**src/rtl/qspi_flash_reader_if.sv**
```systemverilog
// Request/response bus of the QSPI flash reader.
// The master side issues word reads and the slave side returns the data.
interface qspi_flash_reader_if;
    logic        req_valid;
    logic        req_ready;
    logic [23:0] req_addr;
    logic        resp_valid;
    logic [31:0] resp_data;

    modport master (
        output req_valid,
        output req_addr,
        input  req_ready,
        input  resp_valid,
        input  resp_data
    );

    modport slave (
        input  req_valid,
        input  req_addr,
        output req_ready,
        output resp_valid,
        output resp_data
    );
endinterface

```
**src/rtl/qspi_flash_reader.sv**
```systemverilog
// QSPI flash word reader.
// After reset it waits, then sends the 0xAB wake-up command. It then serves
// 32-bit little-endian word reads using Quad Output Fast Read (0x6B).
module qspi_flash_reader #(
    parameter int unsigned DUMMY_CYCLES = 8,
    parameter int unsigned INIT_WAIT    = 64
) (
    input  logic                      clk,
    input  logic                      reset,
    qspi_flash_reader_if.slave        bus,
    output logic                      flash_csn,
    output logic                      flash_sck,
    output logic [3:0]                flash_io_out,
    output logic [3:0]                flash_io_oe,
    input  logic [3:0]                flash_io_in
);
    localparam int unsigned CntW = $clog2(INIT_WAIT + 4);

    typedef enum logic [3:0] {
        StInitWait, StWake, StGap, StIdle, StCmd, StAddr, StDummy, StData, StDone
    } state_e;

    state_e          state_q, state_d;
    logic [CntW-1:0] cnt_q, cnt_d;
    logic [4:0]      cyc_q, cyc_d;
    logic [31:0]     sh_q, sh_d;
    logic [27:0]     rx_q, rx_d;
    logic            csn_q, csn_d;
    logic            sck_q, sck_d;
    logic [3:0]      io_out_q, io_out_d;
    logic [3:0]      io_oe_q, io_oe_d;
    logic            ready_q, ready_d;
    logic            resp_valid_q, resp_valid_d;
    logic [31:0]     resp_data_q, resp_data_d;
    logic [31:0]     word;

    // Nibble stream including the nibble sampled on this edge; first nibble on top.
    assign word = {rx_q, flash_io_in};

    // Next-state and registered-output logic; an SCK cycle ends on the edge where sck_q is 1.
    always_comb begin
        state_d      = state_q;
        cnt_d        = cnt_q;
        cyc_d        = cyc_q;
        sh_d         = sh_q;
        rx_d         = rx_q;
        csn_d        = csn_q;
        sck_d        = sck_q;
        io_out_d     = io_out_q;
        io_oe_d      = io_oe_q;
        ready_d      = ready_q;
        resp_valid_d = 1'b0;
        resp_data_d  = resp_data_q;

        case (state_q)
            StInitWait: begin
                if (cnt_q == CntW'(INIT_WAIT - 1)) begin
                    state_d  = StWake;
                    cnt_d    = '0;
                    cyc_d    = '0;
                    csn_d    = 1'b0;
                    io_oe_d  = 4'b0001;
                    io_out_d = 4'b0001;                // bit 7 of 0xAB
                    sh_d     = {8'hAB, 24'h000000} << 1;
                end else begin
                    cnt_d = cnt_q + 1'b1;
                end
            end
            StWake, StCmd, StAddr: begin
                sck_d = ~sck_q;
                if (sck_q) begin
                    if (state_q == StWake && cyc_q == 5'd7) begin
                        state_d  = StGap;
                        cnt_d    = '0;
                        csn_d    = 1'b1;
                        sck_d    = 1'b0;
                        io_oe_d  = 4'b0000;
                        io_out_d = 4'b0000;
                    end else if (state_q == StAddr && cyc_q == 5'd23) begin
                        state_d  = StDummy;
                        cyc_d    = '0;
                        io_oe_d  = 4'b0000;
                        io_out_d = 4'b0000;
                    end else begin
                        // Command and address form one continuous 32-bit shift.
                        io_out_d = {3'b000, sh_q[31]};
                        sh_d     = {sh_q[30:0], 1'b0};
                        if (state_q == StCmd && cyc_q == 5'd7) begin
                            state_d = StAddr;
                            cyc_d   = '0;
                        end else begin
                            cyc_d = cyc_q + 1'b1;
                        end
                    end
                end
            end
            StDummy: begin
                sck_d = ~sck_q;
                if (sck_q) begin
                    if (cyc_q == 5'(DUMMY_CYCLES - 1)) begin
                        state_d = StData;
                        cyc_d   = '0;
                    end else begin
                        cyc_d = cyc_q + 1'b1;
                    end
                end
            end
            StData: begin
                sck_d = ~sck_q;
                if (sck_q) begin
                    rx_d = word[27:0];
                    if (cyc_q == 5'd7) begin
                        state_d      = StDone;
                        csn_d        = 1'b1;
                        sck_d        = 1'b0;
                        resp_valid_d = 1'b1;
                        resp_data_d  = {word[7:0], word[15:8], word[23:16], word[31:24]};
                    end else begin
                        cyc_d = cyc_q + 1'b1;
                    end
                end
            end
            StDone: begin
                state_d = StGap;
                cnt_d   = '0;
            end
            StGap: begin
                if (cnt_q == CntW'(3)) begin
                    state_d = StIdle;
                    ready_d = 1'b1;
                end else begin
                    cnt_d = cnt_q + 1'b1;
                end
            end
            StIdle: begin
                if (bus.req_valid && ready_q) begin
                    state_d  = StCmd;
                    ready_d  = 1'b0;
                    cyc_d    = '0;
                    csn_d    = 1'b0;
                    sck_d    = 1'b0;
                    io_oe_d  = 4'b0001;
                    io_out_d = 4'b0000;                // bit 7 of 0x6B
                    sh_d     = {8'h6B, bus.req_addr} << 1;
                end
            end
            default: state_d = StInitWait;
        endcase
    end

    // State and output registers; reset returns the pins to idle at once.
    always_ff @(posedge clk or posedge reset) begin
        if (reset) begin
            state_q      <= StInitWait;
            cnt_q        <= '0;
            cyc_q        <= '0;
            sh_q         <= '0;
            rx_q         <= '0;
            csn_q        <= 1'b1;
            sck_q        <= 1'b0;
            io_out_q     <= 4'b0000;
            io_oe_q      <= 4'b0000;
            ready_q      <= 1'b0;
            resp_valid_q <= 1'b0;
            resp_data_q  <= '0;
        end else begin
            state_q      <= state_d;
            cnt_q        <= cnt_d;
            cyc_q        <= cyc_d;
            sh_q         <= sh_d;
            rx_q         <= rx_d;
            csn_q        <= csn_d;
            sck_q        <= sck_d;
            io_out_q     <= io_out_d;
            io_oe_q      <= io_oe_d;
            ready_q      <= ready_d;
            resp_valid_q <= resp_valid_d;
            resp_data_q  <= resp_data_d;
        end
    end

    assign flash_csn      = csn_q;
    assign flash_sck      = sck_q;
    assign flash_io_out   = io_out_q;
    assign flash_io_oe    = io_oe_q;
    assign bus.req_ready  = ready_q;
    assign bus.resp_valid = resp_valid_q;
    assign bus.resp_data  = resp_data_q;
endmodule

```
**src/flat_wrapper.sv**
```systemverilog
// flat-port wrapper written by rule: the top's interface ports become plain ports
module qspi_flash_reader_flat 
#(
    parameter int unsigned DUMMY_CYCLES = 8,
    parameter int unsigned INIT_WAIT    = 64
)
  (clk, reset, flash_csn, flash_sck, flash_io_out, flash_io_oe, flash_io_in, bus_req_valid, bus_req_addr, bus_req_ready, bus_resp_valid, bus_resp_data);
  qspi_flash_reader_if bus_i ();
  input  logic clk;
  input  logic reset;
  output logic flash_csn;
  output logic flash_sck;
  output logic [3:0] flash_io_out;
  output logic [3:0] flash_io_oe;
  input  logic [3:0] flash_io_in;
  input wire logic [$bits(bus_i.req_valid)-1:0] bus_req_valid;
  input wire logic [$bits(bus_i.req_addr)-1:0] bus_req_addr;
  output wire logic [$bits(bus_i.req_ready)-1:0] bus_req_ready;
  output wire logic [$bits(bus_i.resp_valid)-1:0] bus_resp_valid;
  output wire logic [$bits(bus_i.resp_data)-1:0] bus_resp_data;
  assign bus_i.req_valid = bus_req_valid;
  assign bus_i.req_addr = bus_req_addr;
  assign bus_req_ready = bus_i.req_ready;
  assign bus_resp_valid = bus_i.resp_valid;
  assign bus_resp_data = bus_i.resp_data;
  qspi_flash_reader #(.DUMMY_CYCLES(DUMMY_CYCLES), .INIT_WAIT(INIT_WAIT)) u_core (.clk(clk), .reset(reset), .bus(bus_i), .flash_csn(flash_csn), .flash_sck(flash_sck), .flash_io_out(flash_io_out), .flash_io_oe(flash_io_oe), .flash_io_in(flash_io_in));
endmodule
```
**config.mk**
```make
export PLATFORM = sky130hd
export DESIGN_NAME = qspi_flash_reader_flat
export DESIGN_NICKNAME = d
export VERILOG_FILES = /design/src/rtl/qspi_flash_reader_if.sv /design/src/rtl/qspi_flash_reader.sv /design/src/flat_wrapper.sv
export SDC_FILE = /design/constraint.sdc
export NUM_CORES = 1
export LEC_CHECK = 0
export CAP_MARGIN = 30
export CORE_MARGIN = 2
export CORE_UTILIZATION = 55
export CTS_CLUSTER_SIZE = 24
export DETAILED_ROUTE_END_ITERATION = 12
export MAX_ROUTING_LAYER = met4
export PLACE_DENSITY = 0.8
export SYNTH_ARGS = -nofsm -noshare
export SYNTH_HDL_FRONTEND = slang
export SYNTH_SLANG_ARGS = --single-unit
export TNS_END_PERCENT = 20
```
**constraint.sdc**
```tcl
create_clock -name clk -period 4.7 [get_ports clk]
set_input_delay 0.705 -clock clk [delete_from_list [all_inputs] [get_ports clk]]
set_output_delay 0.705 -clock clk [all_outputs]
set_load 0.005 [all_outputs]
```
== Yosys cells after proc, flatten, opt, wreduce, memory -nomap -nowiden ==
Cells that the tools add are included.
Operators by class
  add/subtract/negate cells: 2
  equal/unequal tests: 27
  multiplexer cells: 61
  bitwise operators: 1
  reduce and logical (&&, ||, !) cells: 23
Operators by type and width (number)
  $mux 32: 5
  $pmux 32 s3: 1
  $mux 4: 18
  $mux 5: 10
  $mux 7: 4
  $pmux 4 s7: 1
  $pmux 7 s4: 1
  $pmux 5 s5: 1
  $pmux 4 s3: 2
  $ne 2x1->1 const B: 9
  $eq 4x3->1 const B: 4
  $mux 1: 15
  $reduce_bool 4->1: 3
  $reduce_and 9->1: 1
  $eq 4x2->1 const B: 2
  $ne 2x2->1 const B: 4
  $pmux 1 s4: 2
  $reduce_and 4->1: 2
  $reduce_and 8->1: 1
  $add 7x1->7 const B: 1
  $eq 7x2->1 const B: 1
  $eq 7x6->1 const B: 1
  $reduce_and 7->1: 1
  $reduce_and 3->1: 2
  18 further kinds: 22
Word-level totals
  flip-flop bits (word level): 120
  input port bits: 31
  logic and storage cells: 126

== Logic depth before layout (Yosys ltp) ==
  depth after elaboration: 7
  gate-level depth with buffers: 9
  mapped depth without buffers: 7

== Worst setup path before layout ==
OpenSTA, ideal clock, no wires.
  path kind: reg-to-reg
  start point: reg u_core.cnt_q[0]
  end point: reg u_core.sh_q[2]
  library setup time: 127 ps
  arrival: 2227 ps
  data required time: 4573 ps
  slack: 2346 ps
  cell stages (with the launch flop): 10
  buffers on the path: 2
  clock period less this slack: 2354 ps
  cells stage by stage: dfrtp_1 > ha_1 > nand3_1 > or4_4 > a21oi_2 > o21a_2 > and2b_1 > buf_6 > buf_12 > mux2_1
Between the ends
  cells in the longest elaborated chain, start to end: 3
Ends and longest elaborated chain
  start, declared: RTL line qspi_flash_reader.sv:24  | logic [CntW-1:0] cnt_q, cnt_d;
  start signal, assigned: RTL line qspi_flash_reader.sv:168  | cnt_q <= cnt_d;
  $eq 7x6->1: RTL line qspi_flash_reader.sv:57  | if (cnt_q == CntW'(INIT_WAIT - 1)) begin
  $ne 2x1->1 (no line)
  $reduce_and 6->1 (no line)
  end signal, assigned: RTL line qspi_flash_reader.sv:157  | sh_q <= '0;
  end signal, assigned: RTL line qspi_flash_reader.sv:170  | sh_q <= sh_d;
  end, declared: RTL line qspi_flash_reader.sv:26  | logic [31:0] sh_q, sh_d;
No other way between the ends.
A chain may end at the register's enable or synchronous reset.

== Worst setup path after layout ==
  start point: reg u_core.state_q[0]
  end point: reg u_core.sh_q[4]
Between the ends
  cells in the longest elaborated chain, start to end: 4
  elaborated cells between the ends (all ways): 16
  those cells by class: eq/ne: 9; mux: 1; reduce/logical: 6
Ends and longest elaborated chain
  start, declared: RTL line qspi_flash_reader.sv:23  | state_e state_q, state_d;
  start signal, assigned: RTL line qspi_flash_reader.sv:154  | state_q <= StInitWait;
  start signal, assigned: RTL line qspi_flash_reader.sv:167  | state_q <= state_d;
  $eq 4x3->1, or another cell as far along: RTL line qspi_flash_reader.sv:55  | case (state_q)
  $reduce_or 3->1, or another cell as far along: RTL line qspi_flash_reader.sv:55
  $ne 2x2->1 (no line), or another cell as far along
  $reduce_and 6->1 (no line)
Parallel ways exist; a longest one is shown, timed or not.

==> run summary <==
=================================================================================================
Drt initial violations                                                                        160
Number of gates resized after CTS                                                               0
Critical hold path startpoint                                                        u_core.sh_q[3]
Width of the chip                                                                          102 um
Result of the run                                                                    finished, final reports clean
GRT Total Usage                                                                             23.1%
Post-detailed-routing wire length                                                         10.7 mm
Maximum frequency from static timing analysis                                           0.318 GHz
Non-filler instance count after layout                                                        632
Hold-fix buffers, CTS                                                                           0
Data required time at the worst endpoint                                                  5080 ps
Post-route setup TNS                                                                         0 ps
Combined area of all synthesized cells                                                  5260 um^2
Critical path launch point type                                                          register
Number of post-CTS setup repair buffers                                                         0
Average footprint of a synthesized cell                                                 12.4 um^2
Crit-path max FO                                                                               31
Number of flops mapped to enable cells by yosys                                                 0
Area of the die                                                                        10400 um^2
Clk_skew                                                                                  9.38 ps
Number of global-route vias before repair                                                    3560
Global-route wire length before repair                                                    17.8 mm
Gate count of the mapped netlist                                                              424
Max Cap Viol                                                                                    0
Layout-stage area growth over the synthesis result                                          24.4%
Flip-flop and latch area                                                                2830 um^2
Most frequent cells in the layout                                                    dfrtp_1 (112), clkdlybuf4s50_1 (68), mux2_2 (59)
Layout cells sized above 1                                                                  25.6%
Hold violation total from the final report                                                      0
Pwr dens                                                                              625 nW/um^2
Number of levels the H-tree was split into                                                      4
CTS tree                                                                                     done
Depth of the worst hold-timing path                                                             1
Total Power                                                                               4.08 mW
Total via count after detailed routing                                                       3529
Setup repair after global routing missed its margin                                            no
Number of distinct library cell variants in the gate-level netlist after synthesis             56
Placement-stage worst setup slack                                                         1520 ps
Dominant cells by area after synthesis                                               dfrtp_1 (53%), mux2_2 (13%), mux2_4 (5.7%), a22o_1 (3.8%), nand2_1 (2.3%)
Sort of element at the end of the critical path                                          register
Last weighted congestion value of the routability-driven placer                             0.939
Number of rows in the core area                                                                35
Starting Density                                                                            56.9%
Slew at the pin closest to its max-slew limit                                              960 ps
Worst setup path class                                                               register to register
Largest net degree at the start of global routing                                              56
Root Buffer Master                                                                       clkbuf_8
Most area-hungry cell type in the Yosys netlist                                           dfrtp_1
Yosys warnings                                                                                  0
GR Overflow Total                                                                               0
Count of fill cells added during filler insertion                                             665
Hold Crit Endpoint                                                                   u_core.sh_q[3]
Number of antenna violations at the first check in global routing                               0
Most frequent standard cell in the layout excluding fill and tap cells                    dfrtp_1
Worst Slack Setup Final                                                                   1550 ps
Number of diodes                                                                                0
Most used flip-flop cell after synthesis                                                  dfrtp_1
Boundary pin count                                                                             75
Static leakage                                                                            3.01 nW
Fin crit share                                                                              67.0%
Number of instances in the placed design                                                      600
Sequential-to-total area share from yosys stat                                              53.8%
#FFs+latches synth                                                                            113
Sum of net half-perimeters after detailed placement                                       6.58 mm
Area of the multi-input gates                                                           2200 um^2
Final critical path time including I/O delays and setup                                   3150 ps
Hold/Removal Path Class                                                              register to register
Final-layout worst hold slack                                                              490 ps
Number of clock sinks                                                                         113
Length in cells of the worst reg-to-reg path                                                    6
Worst flop-to-flop path startpoint                                                   u_core.state_q[0]
Reg-to-reg endpoint                                                                  u_core.sh_q[4]
Register clock-pin slew on the reported worst setup and hold paths                          60 ps
Flop2flop setup slack                                                                     1550 ps
Worst-skew pair later-pin latency                                                          510 ps
Drc violations                                                                                  0
Fraction of registers with async set or reset after synthesis                                100%
Bufs on Longest Clock Path                                                                      2
Yosys top cell area share                                                                   53.3%
Total number of nets in the final design                                                      523
Number of clock buffers inserted by TritonCTS                                                  17
DRT Pass-1 Iters                                                                                4
Count of port buffers added during placement                                                   68
Final number of setup-violating endpoints                                                       0
Antenna-violating nets left                                                                     0
Y dimension of the die                                                                     102 um
Maximum VDD drop                                                                         0.331 mV
Final Slew Violations                                                                           0
Remaining max-slew budget at the tightest pin                                               36.0%
Ratio of routed vias to standard cells                                                       5.58
Area of the placeable core                                                              9240 um^2
Arrival time worst endpoint                                                               3530 ps
Detail-routed net length per standard cell                                                16.9 um
=================================================================================================
==> kinds of logic (layout without fill, tap and decap cells) <==
family / Yosys count / count (layout) / share of synthesized area, %
DFF: 113 / 113 / 53.8
and+or+nand+nor: 91 / 91 / 8.88
muxes: 91 / 91 / 20.8
other: 1 / 6 / 0.0713
adders and majority gates: 2 / 2 / 0.476
xor gates and xnor gates: 3 / 3 / 0.500
buffers and inverters: 43 / 117 / 4.81
AOI/OAI and AO/OA: 80 / 80 / 10.7
==> per-stage QoR <==
step                instance area [um^2]  util [%]
floorplan                           5280         -
detailed placement                  5960      64.5
global route                        6540      70.8
finish                              6540      70.8
global placement                    5960      64.5
CTS                                 6540      70.8
==> worst max-delay path, cell delays in order (launching register included) <==
cell	delay [ps]
dfrtp_1	600
or2_1	450
or4_4	470
a21oi_2	140
o21a_2	190
and2b_2	760
mux2_1	400
==> layout make-up <==
cell class / count / area share [%]
multi-input cells: 273 / 33.7
clock buffers: 21 / 6.87
clock inverters: 11 / 1.99
repair buffers: 73 / 11.0
flip-flops and latches: 113 / 43.3
well taps: 129 / 2.47
inverters: 12 / 0.727
==> sequential cells by signal, summed over array words and instances (netlist names) <==
register / cells
u_core.state_q: 4
u_core.rx_q: 28
u_core.cyc_q: 5
u_core.cnt_q: 7
u_core.bus.req_ready: 1
u_core.flash_io_oe: 1
u_core.sh_q: 31
u_core.bus.resp_valid: 1
u_core.bus.resp_data: 32
u_core.flash_csn: 1
u_core.flash_sck: 1
u_core.flash_io_out: 1
==> per-layer routing <==
| metal | routed length (um) | share of wire, % | global-route usage [%] | up-vias |
|---|---|---|---|---|
| li1 | - | - | - | 1648 |
| met1 | 4920 | 46 | 30.0 | 1798 |
| met2 | 5200 | 49 | 35.3 | 74 |
| met3 | 458 | 4.3 | 6.76 | 9 |
| met4 | 114 | 1.1 | 7.07 | 0 |
| met5 | 0 | 0 | - | - |
==> worst max-delay path by stage <==
| stage | startpoint | cells past startpoint | endpoint | slack [ps] |
|---|---|---|---|---|
| 3_3_place_gp | bus_req_valid | 6 | u_core.sh_q[5] | 1540 |
| 3_5_place_dp | bus_req_valid | 6 | u_core.sh_q[2] | 1520 |
| 6_report | u_core.state_q[0] | 6 | u_core.sh_q[4] | 1550 |
| 2_1_floorplan | reset | 1 | u_core.bus.req_ready | 1010 |
| 5_1_grt | u_core.state_q[2] | 6 | u_core.sh_q[4] | 1430 |
| 4_1_cts | u_core.state_q[0] | 6 | u_core.sh_q[4] | 1560 |
==> synthesized netlist by cell type (8+ instances only) <==
| library cell | instances |
|---|---|
| o21ai_0 | 18 |
| dfrtp_1 | 112 |
| a21oi_1 | 13 |
| inv_1 | 11 |
| clkbuf_1 | 10 |
| nand3_1 | 8 |
| mux2_4 | 20 |
| buf_2 | 10 |
| nand2_1 | 32 |
| nor2_1 | 13 |
| a22o_1 | 23 |
| mux2_2 | 59 |
| nor3_1 | 8 |
==> where the power goes <==
part | internal, mW | total (mW) | switching (mW)
Clock | 0.786 | 1.24 | 0.451
Combinational | 0.678 | 1.33 | 0.654
Sequential | 1.25 | 1.51 | 0.261
Total | 2.72 | 4.08 | 1.37
(Power assumes the default switching activity.)
